## config.mk

```make
export PLATFORM = sky130hd
export DESIGN_NAME = reduce_sched_flat
export DESIGN_NICKNAME = d
export VERILOG_FILES = /design/src/rtl/reduce_sched_if.sv /design/src/rtl/reduce_sched.sv /design/src/flat_wrapper.sv
export SDC_FILE = /design/constraint.sdc
export NUM_CORES = 1
export LEC_CHECK = 0
export CORE_UTILIZATION = 29
export CTS_BUF_LIST = sky130_fd_sc_hd__clkbuf_16
export DETAILED_ROUTE_END_ITERATION = 10
export PLACE_DENSITY = 0.58
export SETUP_SLACK_MARGIN = 0.15
export SLEW_MARGIN = 20
export SYNTH_ARGS = -nofsm -noshare
export SYNTH_HDL_FRONTEND = slang
export SYNTH_SLANG_ARGS = --single-unit
```

## constraint.sdc

```tcl
create_clock -name clk -period 4.05 [get_ports clk]
set_input_delay 1.215 -clock clk [delete_from_list [all_inputs] [get_ports clk]]
set_output_delay 1.215 -clock clk [all_outputs]
set_load 0.01 [all_outputs]
```

## src/rtl/reduce_sched_if.sv

```systemverilog
// Bundle between reduce_sched and its requesters, the reduce_instr unit
// and the reduction-table consumer. Parameters must match the scheduler.
interface reduce_sched_if #(
    parameter int NumReq    = 4,
    parameter int DataWidth = 64,
    parameter int OutWidth  = 67
);
    logic [NumReq-1:0]           req_valid;
    logic [NumReq*DataWidth-1:0] req_data;
    logic [NumReq-1:0]           req_ready;
    logic [DataWidth-1:0]        instr_in;
    logic [OutWidth-1:0]         instr_out;
    logic                        out_valid;
    logic [OutWidth-1:0]         out_data;
    logic                        out_ready;
    logic [15:0]                 issued_count;

    modport slave (
        input  req_valid,
        input  req_data,
        input  instr_out,
        input  out_ready,
        output req_ready,
        output instr_in,
        output out_valid,
        output out_data,
        output issued_count
    );

    modport master (
        output req_valid,
        output req_data,
        output instr_out,
        output out_ready,
        input  req_ready,
        input  instr_in,
        input  out_valid,
        input  out_data,
        input  issued_count
    );
endinterface

```

## src/rtl/reduce_sched.sv

```systemverilog
// Round-robin scheduler in front of the shared reduce_instr datapath.
// Define REDUCE_SCHED_PRIO_EN to give requester 0 strict priority.
module reduce_sched #(
    parameter int NumReq       = 4,
    parameter int DataWidth    = 64,
    parameter int OutWidth     = 67,
    parameter int InstrLatency = 1,
    parameter int FifoDepth    = 4
) (
    input logic          clk,
    input logic          rst,
    reduce_sched_if.slave bus
);
    localparam int IdxW = $clog2(NumReq);
    localparam int PtrW = $clog2(FifoDepth);
    localparam int CntW = PtrW + 1;

    typedef enum logic [1:0] {
        S_EMPTY,
        S_PARTIAL,
        S_FULL
    } state_t;

    logic [IdxW-1:0]         r_rr_ptr;
    logic [InstrLatency-1:0] r_inflight;
    logic [15:0]             r_issued;
    logic [OutWidth-1:0]     r_mem [FifoDepth];
    logic [PtrW-1:0]         r_wr_ptr;
    logic [PtrW-1:0]         r_rd_ptr;
    logic [CntW-1:0]         r_count;
    state_t                  r_state;
    logic                    r_out_valid;

    logic [15:0]       w_infl_cnt;
    logic              w_can_issue;
    logic              w_hit;
    logic [IdxW-1:0]   w_gidx;
    logic [IdxW-1:0]   w_j;
    logic [NumReq-1:0] w_gnt;
    logic              w_issue;
    logic [IdxW-1:0]   w_rr_nxt;
    logic              w_push;
    logic              w_pop;

    always_comb begin
        w_infl_cnt = '0;
        for (int i = 0; i < InstrLatency; i++) begin
            w_infl_cnt = w_infl_cnt + 16'(r_inflight[i]);
        end
    end

    // A pop in this cycle does not free a credit until the next one.
    assign w_can_issue =
        (16'(r_count) + w_infl_cnt) < 16'(FifoDepth);

`ifdef REDUCE_SCHED_PRIO_EN
    int w_base;

    always_comb begin
        w_hit  = 1'b0;
        w_gidx = '0;
        w_j    = '0;
        w_base = (r_rr_ptr == '0) ? 0 : int'(r_rr_ptr) - 1;
        if (bus.req_valid[0]) begin
            w_hit = 1'b1;
        end
        for (int k = 0; k < NumReq - 1; k++) begin
            w_j = IdxW'(1 + (w_base + k) % (NumReq - 1));
            if (!w_hit && bus.req_valid[w_j]) begin
                w_hit  = 1'b1;
                w_gidx = w_j;
            end
        end
    end

    always_comb begin
        w_rr_nxt = r_rr_ptr;
        if (w_issue && w_gidx != '0) begin
            w_rr_nxt = IdxW'((int'(w_gidx) + 1) % NumReq);
            if (w_rr_nxt == '0) begin
                w_rr_nxt = IdxW'(1);
            end
        end
    end
`else
    always_comb begin
        w_hit  = 1'b0;
        w_gidx = '0;
        w_j    = '0;
        for (int k = 0; k < NumReq; k++) begin
            w_j = IdxW'((int'(r_rr_ptr) + k) % NumReq);
            if (!w_hit && bus.req_valid[w_j]) begin
                w_hit  = 1'b1;
                w_gidx = w_j;
            end
        end
    end

    always_comb begin
        w_rr_nxt = r_rr_ptr;
        if (w_issue) begin
            w_rr_nxt = IdxW'((int'(w_gidx) + 1) % NumReq);
        end
    end
`endif

    always_comb begin
        w_gnt   = '0;
        w_issue = w_hit & w_can_issue & ~rst;
        if (w_issue) begin
            w_gnt[w_gidx] = 1'b1;
        end
    end

    assign bus.req_ready = w_gnt;
    assign bus.instr_in  = w_issue ?
        bus.req_data[int'(w_gidx)*DataWidth +: DataWidth] : '0;

    always_ff @(posedge clk) begin
        if (rst) begin
            r_rr_ptr   <= '0;
            r_inflight <= '0;
            r_issued   <= '0;
        end else begin
            r_rr_ptr   <= w_rr_nxt;
            r_inflight <= (r_inflight << 1) |
                          InstrLatency'(w_issue);
            if (w_issue) begin
                r_issued <= r_issued + 16'd1;
            end
        end
    end

    assign w_push = r_inflight[InstrLatency-1];
    assign w_pop  = r_out_valid & bus.out_ready;

    always_ff @(posedge clk) begin
        if (rst) begin
            r_state     <= S_EMPTY;
            r_out_valid <= 1'b0;
            r_wr_ptr    <= '0;
            r_rd_ptr    <= '0;
            r_count     <= '0;
            for (int i = 0; i < FifoDepth; i++) begin
                r_mem[i] <= '0;
            end
        end else begin
            if (w_push) begin
                r_mem[r_wr_ptr] <= bus.instr_out;
                r_wr_ptr        <= r_wr_ptr + 1'b1;
            end
            if (w_pop) begin
                r_rd_ptr <= r_rd_ptr + 1'b1;
            end
            r_count <= r_count + CntW'(w_push) - CntW'(w_pop);
            unique case (r_state)
                S_EMPTY: begin
                    if (w_push) begin
                        r_state     <= S_PARTIAL;
                        r_out_valid <= 1'b1;
                    end
                end
                S_PARTIAL: begin
                    if (w_push && !w_pop &&
                        r_count == CntW'(FifoDepth - 1)) begin
                        r_state <= S_FULL;
                    end else if (!w_push && w_pop &&
                                 r_count == CntW'(1)) begin
                        r_state     <= S_EMPTY;
                        r_out_valid <= 1'b0;
                    end
                end
                S_FULL: begin
                    if (w_pop && !w_push) begin
                        r_state <= S_PARTIAL;
                    end
                end
                default: begin
                    r_state     <= S_EMPTY;
                    r_out_valid <= 1'b0;
                end
            endcase
        end
    end

    assign bus.out_valid    = r_out_valid;
    assign bus.out_data     = r_mem[r_rd_ptr];
    assign bus.issued_count = r_issued;
endmodule

```

## src/flat_wrapper.sv

```systemverilog
// flat-port wrapper written by rule: the top's interface ports become plain ports
module reduce_sched_flat 
#(
    parameter int NumReq       = 4,
    parameter int DataWidth    = 64,
    parameter int OutWidth     = 67,
    parameter int InstrLatency = 1,
    parameter int FifoDepth    = 4
)
  (clk, rst, bus_req_valid, bus_req_data, bus_instr_out, bus_out_ready, bus_req_ready, bus_instr_in, bus_out_valid, bus_out_data, bus_issued_count);
  reduce_sched_if #(.NumReq(NumReq), .DataWidth(DataWidth), .OutWidth(OutWidth)) bus_i ();
  input logic clk;
  input logic rst;
  input wire logic [$bits(bus_i.req_valid)-1:0] bus_req_valid;
  input wire logic [$bits(bus_i.req_data)-1:0] bus_req_data;
  input wire logic [$bits(bus_i.instr_out)-1:0] bus_instr_out;
  input wire logic [$bits(bus_i.out_ready)-1:0] bus_out_ready;
  output wire logic [$bits(bus_i.req_ready)-1:0] bus_req_ready;
  output wire logic [$bits(bus_i.instr_in)-1:0] bus_instr_in;
  output wire logic [$bits(bus_i.out_valid)-1:0] bus_out_valid;
  output wire logic [$bits(bus_i.out_data)-1:0] bus_out_data;
  output wire logic [$bits(bus_i.issued_count)-1:0] bus_issued_count;
  assign bus_i.req_valid = bus_req_valid;
  assign bus_i.req_data = bus_req_data;
  assign bus_i.instr_out = bus_instr_out;
  assign bus_i.out_ready = bus_out_ready;
  assign bus_req_ready = bus_i.req_ready;
  assign bus_instr_in = bus_i.instr_in;
  assign bus_out_valid = bus_i.out_valid;
  assign bus_out_data = bus_i.out_data;
  assign bus_issued_count = bus_i.issued_count;
  reduce_sched #(.NumReq(NumReq), .DataWidth(DataWidth), .OutWidth(OutWidth), .InstrLatency(InstrLatency), .FifoDepth(FifoDepth)) u_core (.clk(clk), .rst(rst), .bus(bus_i));
endmodule
```

# Word level (Yosys, flattened, before mapping)
# Memories as Yosys holds them, arrays and structs flattened. A register that Yosys moved wholly into a read port is not among the register bits.
# Index checks and enable logic that the tools add are counted.
[word_totals]
output_inout_bits = 152
reg_bits = 29
wordCells = 97
in_bits = 330
ram_bits = 268
memories = 1
[mem_list]
columns = ["memory", "words", "width", "read_ports", "rd_ports_with_merged_regs", "wr", "line_no", "text"]
rows = [
  ["u_core.r_mem", 4, 67, 1, 1, 4, "reduce_sched.sv:27", "logic [OutWidth-1:0] r_mem [FifoDepth];"],
]
[op_classes]
bitwise = 5
n_reduce_logical = 17
n_lt_le_gt_ge = 7
add_sub_neg = 10
shift = 1
eq_ne = 9
muxes = 39
[ops]
columns = ["op", "count"]
rows = [
  ["variable part select 256 x 9 -> 64 bit", 1],
  ["2-to-1 mux 67 bit", 1],
  ["OR reduction 67 bit", 1],
  ["2-to-1 mux 64 bit", 1],
  ["2-to-1 mux 2 bit", 11],
  ["2-to-1 mux 1 bit", 18],
  ["adder 16 x 1 -> 16 bit, second input constant", 1],
  ["< comparator 16 x 3 -> 1 bit, second input constant", 1],
  ["< comparator 2 x 3 -> 1 bit, second input constant", 5],
  ["adder 2 x 1 -> 2 bit, second input constant", 4],
  ["binary-select mux 1 bit (select 2 bit)", 4],
  ["logical AND 1 bit", 8],
  ["inequality test 2 x 1 -> 1 bit, second input constant", 3],
  ["one-hot mux 2 bit (3 select lines)", 1],
  ["zero test 1 bit", 5],
  ["adder 2 bit, second input constant", 2],
  ["adder 3 x 1 -> 4 bit", 1],
  ["2-to-1 mux 4 bit", 1],
  ["AND reduction 4 bit", 1],
  ["adder 3 x 1 -> 3 bit", 1],
  ["bitwise AND 1 bit", 3],
  ["== test 3 x 1 -> 1 bit, second input constant", 1],
  ["== test 3 x 2 -> 1 bit, second input constant", 1],
  ["inequality test 3 x 1 -> 1 bit, second input constant", 1],
  ["10 further kinds", 11],
]

# Depth between registers and ports, before layout
[depth]
ltp_word = 17
mapped_depth = 9

# Worst setup path after synthesis
# No wires, ideal clock.
[synth_timing]
path_type = "reg2reg"
from = "reg u_core.r_wr_ptr[0]"
to = "mem u_core.r_mem[2][0] (enable)"
n_path_buf = 2
setup_slack_ns = -0.424
arrival_time_ns = 3.968
synth_period_minus_slack_ns = 4.474
setup_ns = 0.506
path_stages_with_launch = 5
cell_sequence = "dfxtp_1 nand2b_1 clkbuf_1 clkbuf_1 o21bai_1"
[synth_lines]
columns = ["element", "line_no", "text"]
rows = [
  ["from (decl)", "reduce_sched.sv:28", "logic [PtrW-1:0] r_wr_ptr;"],
  ["from (signal assigned)", "reduce_sched.sv:150", "r_wr_ptr <= r_wr_ptr + 1'b1;"],
  ["to (decl)", "reduce_sched.sv:27", ""],
]

# Worst setup path after layout
[layout_timing]
from = "in bus_req_valid[2]"
to = "out bus_instr_in[14]"
[layout_between]
elab_chain_len = 15
word_cells_on_any_way = 26
cone_classes = "1 x shift; 17 x mux; 2 x bitwise; 6 x reduce/logical"
[layout_lines]
columns = ["element", "line_no", "text"]
rows = [
  ["from (decl)", "flat_wrapper.sv:14", "input wire logic [$bits(bus_i.req_valid)-1:0] bus_req_valid;"],
  ["branches (longest 14 deep; another with binary-select mux 1 bit (select 2 bit))", "n/a", ""],
  ["2-to-1 mux 64 bit *", "reduce_sched.sv:116", "assign bus.instr_in = w_issue ?"],
  ["to (decl)", "flat_wrapper.sv:19", "output wire logic [$bits(bus_i.instr_in)-1:0] bus_instr_in;"],
]
# Mark *: on every way between the ends. The select of a mux whose other input is x is not followed.

==> summary.md <==
| Metric | Value |
|---|---|
| RSZ-0062 raised after global routing | `true` |
| Detailed-router iteration count before antenna repair | `5` |
| CTS max path bufs | `3` |
| Leakage | `8.972 nW` |
| CP max FO | `7` |
| Overall Global Routing Usage | `0.2113` |
| Via count of the first global-routing pass | `11867` |
| CTS Buf Count | `31` |
| CTS tree | `done` |
| Final #Nets | `2013` |
| Mapped Nets | `1452` |
| Max Cap Viol | `0` |
| Hold path cells | `1` |
| Routed via count | `11196` |
| H-Tree Depth | `1` |
| Syn avg cell area | `13.35 um2` |
| Fin. Hold Viols | `0` |
| Worst R2R End | `u_core.r_mem[1][6]$_SDFFCE_PN0P_` |
| FF-to-FF Start | `u_core.r_inflight$_SDFF_PP0_` |
| Non-Filler Instances | `2375` |
| Crit path kind | `input port to primary output` |
| Clock Sinks | `299` |
| Place WS | `-0.9909 ns` |
| Synth Instances | `1112` |
| Yosys warnings | `0` |
| Drt initial violations | `549` |
| Slew Viols, Final | `0` |
| Tmin final | `4.155 ns` |
| Clk slew on worst S/H paths | `0.06 ns` |
| Peak supply drop | `0.0002354 V` |
| Row count | `82` |
| Layout cells sized above 1 | `0.2383` |
| Post-synth top area cell | `edfxtp_1` |
| Worst setup SP type | `input port` |
| P per Cell Area | `472.6 nW/um2` |
| Number of synthesized register bits | `299` |
| Core Area | `50380 um2` |
| Final wirelength | `56.25 mm` |
| GP Congestion | `0.8606` |
| Synth top area cells | `edfxtp_1, mux4_2, mux2i_1` |
| Failing checks | `negative setup slack` |
| IO Port Bufs | `481` |
| Setup-failing EPs final | `59` |
| Initial core utilization | `0.2948` |
| Run status | `complete, but fails checks` |
| Post-DR vias/cell | `4.714` |
| Crit path DAT | `2.94 ns` |
| Area after DPL | `20840 um2` |
| Register area share after synthesis | `0.5838` |
| Post-synth EDFFs | `268` |
| Worst Hold Launch | `u_core.r_state[0]$_SDFFE_PP0P_` |
| Min-delay worst type | `register to register` |
| Hold-fix buffers, CTS | `0` |
| Mapped cell area | `14850 um2` |
| CP required | `2.83 ns` |
| First-pass GRT wire length | `80.88 mm` |
| Synth top area share | `0.5420` |
| Top FF cell, synth | `edfxtp_1` |
| Post-DRT Antenna Nets | `0` |
| Max Clk Rate | `240.6 MHz` |
| Die height | `228.3 um` |
| Final period util | `1.026` |
| Slew @ Worst Pin | `1.052 ns` |
| Final Util | `0.4634` |
| R2R Setup Slk | `1.81 ns` |
| Worst setup EP type | `primary output` |
| Die W | `228.3 um` |
| Number of I/O pins | `482` |
| Hpwl dp | `38.80 mm` |
| DIE AREA | `52110 um2` |
| Skew-Pair Late Insertion Delay | `0.56 ns` |
| Reg2Reg Depth | `5` |
| Grt ovf | `0` |
| Largest net degree at the start of global routing | `68` |
| WL per Instance | `23.68 um` |
| Number of remaining DRC errors | `0` |
| CTS root buf | `clkbuf_16` |
| Placed cells | `2259` |
| Post-route cell area | `23340 um2` |
| Worst-case clock skew | `0.007591 ns` |
| Area Overhead vs Synth | `57.20%` |
| Synth async-reset ratio | `0` |
| Distinct cell type count after synthesis | `53` |
| PnR worst setup slack | `-0.1054 ns` |
| Max_slew headroom | `0.2969` |
| Initial antenna violation count | `12` |
| Hold EP | `u_core.bus.out_valid$_SDFFE_PP0P_` |
[critical path, cell delays in order]
cell	delay (ns)
buf_8	0.10
buf_6	0.10
or4_4	0.56
nand2b_4	0.11
nor2_4	0.05
buf_12	0.13
nand2_8	0.12
buf_6	0.14
clkbuf_16	0.17
o22ai_2	0.08
buf_2	0.15
[cells in the mapped netlist (all sizes together) (5+ instances only)]
cell,number
a21oi,8
dfxtp,31
o22ai,64
nand2,79
nor2,160
xnor2,14
and2,71
nand2b,7
ha,9
edfxtp,268
mux2i,129
nor3,5
clkbuf,31
inv,75
buf,47
mux4,67
[state kept, by name, indices dropped and copies added (netlist names), named ones only]
signal	count
u_core.bus.out_valid	1
u_core.r_wr_ptr	2
u_core.r_mem	268
u_core.bus.issued_count	16
u_core.r_count	3
u_core.r_inflight	1
u_core.r_rd_ptr	2
u_core.r_rr_ptr	2
u_core.r_state	2
[metal layers]
metal / global-route usage / routed length [um] / share of wire / vias to the layer above
li1: - / - / - / 5206
met1: 0.2593 / 22510 / 0.40 / 5542
met2: 0.3677 / 28560 / 0.51 / 371
met3: 0.05100 / 3876 / 0.069 / 69
met4: 0.05935 / 1253 / 0.022 / 8
met5: 0 / 48 / 0.00085 / -
[per-stage QoR]
stage / hold slack [ns] / total power [mW] / TNS (ns)
2_1_floorplan: 0.4537 / 5.768 / 0
3_3_place_gp: 0.4668 / 7.523 / -51.34
3_5_place_dp: 0.4856 / 7.527 / -50.90
4_1_cts: 0.4935 / 10.85 / -3.402
5_1_grt: 0.5399 / 11.50 / -7.013
6_report: 0.4877 / 11.03 / -3.404
[cell type report]
cell class | instances | area (um2)
timing repair buffer | 605 | 6466
clock buffer | 31 | 775.7
antenna | 8 | 20.02
sequential | 299 | 8676
inverter | 75 | 281.5
fill | 4604 | 27030
clock inverter | 24 | 140.1
tap | 672 | 840.8
multi-input combinational | 661 | 6143
[how the worst max path moves through the flow]
| stage | startpoint | endpoint | slack (ns) |
|---|---|---|---|
| global placement | bus_req_valid[0] | bus_instr_in[42] | -1.02 |
| finish | bus_req_valid[2] | bus_instr_in[14] | -0.11 |
| floorplan | bus_req_valid[0] | bus_instr_in[10] | 0.40 |
| detailed placement | bus_req_valid[0] | bus_instr_in[42] | -0.99 |
| global route | bus_req_valid[2] | bus_instr_in[12] | -0.16 |
| CTS | bus_req_valid[0] | bus_instr_in[27] | -0.12 |
[kinds of logic after synthesis]
logic type | after synthesis | share of synthesized area
buffers and inverters | 153 | 0.05106
adder cells (fa/ha/maj) | 10 | 0.008932
XOR/XNOR | 17 | 0.01003
flip-flops | 299 | 0.5838
AO/OA/AOI/OAI | 87 | 0.04609
multiplexers | 197 | 0.1893
AND/OR/NAND/NOR | 349 | 0.1108
[power breakdown]
part | switching (mW) | internal, mW
registers | 0.153 | 3.75
clock network | 1.17 | 1.44
logic | 2.09 | 2.43
[cell usage in the layout (no fill, tap or decap), types with 7 or more instances in the layout]
master | Yosys | routed
and2_1 | 71 | 68
buf_12 | 0 | 28
buf_16 | 0 | 12
buf_2 | 16 | 33
buf_4 | 3 | 52
buf_6 | 20 | 57
buf_8 | 0 | 8
clkbuf_16 | 0 | 35
clkdlybuf4s50_1 | 0 | 408
clkinv_1 | 0 | 9
dfxtp_1 | 31 | 29
diode_2 | 0 | 8
edfxtp_1 | 268 | 268
ha_1 | 9 | 9
inv_1 | 75 | 79
mux2i_1 | 129 | 119
mux2i_2 | 0 | 7
mux4_2 | 67 | 67
nand2_1 | 78 | 78
nor2_1 | 159 | 158
o22ai_2 | 20 | 30
o22ai_4 | 0 | 33
xnor2_1 | 14 | 14
[what timing repair did]
action | 4_1_cts | 5_1_grt
resized for setup | 434 | 67
pin swaps | 42 | 25
setup buffers | 29 | 5
cloned | 15 | 4
setup endpoints to repair | 68 | 68
Note: power is estimated with default switching activity, not from simulation.
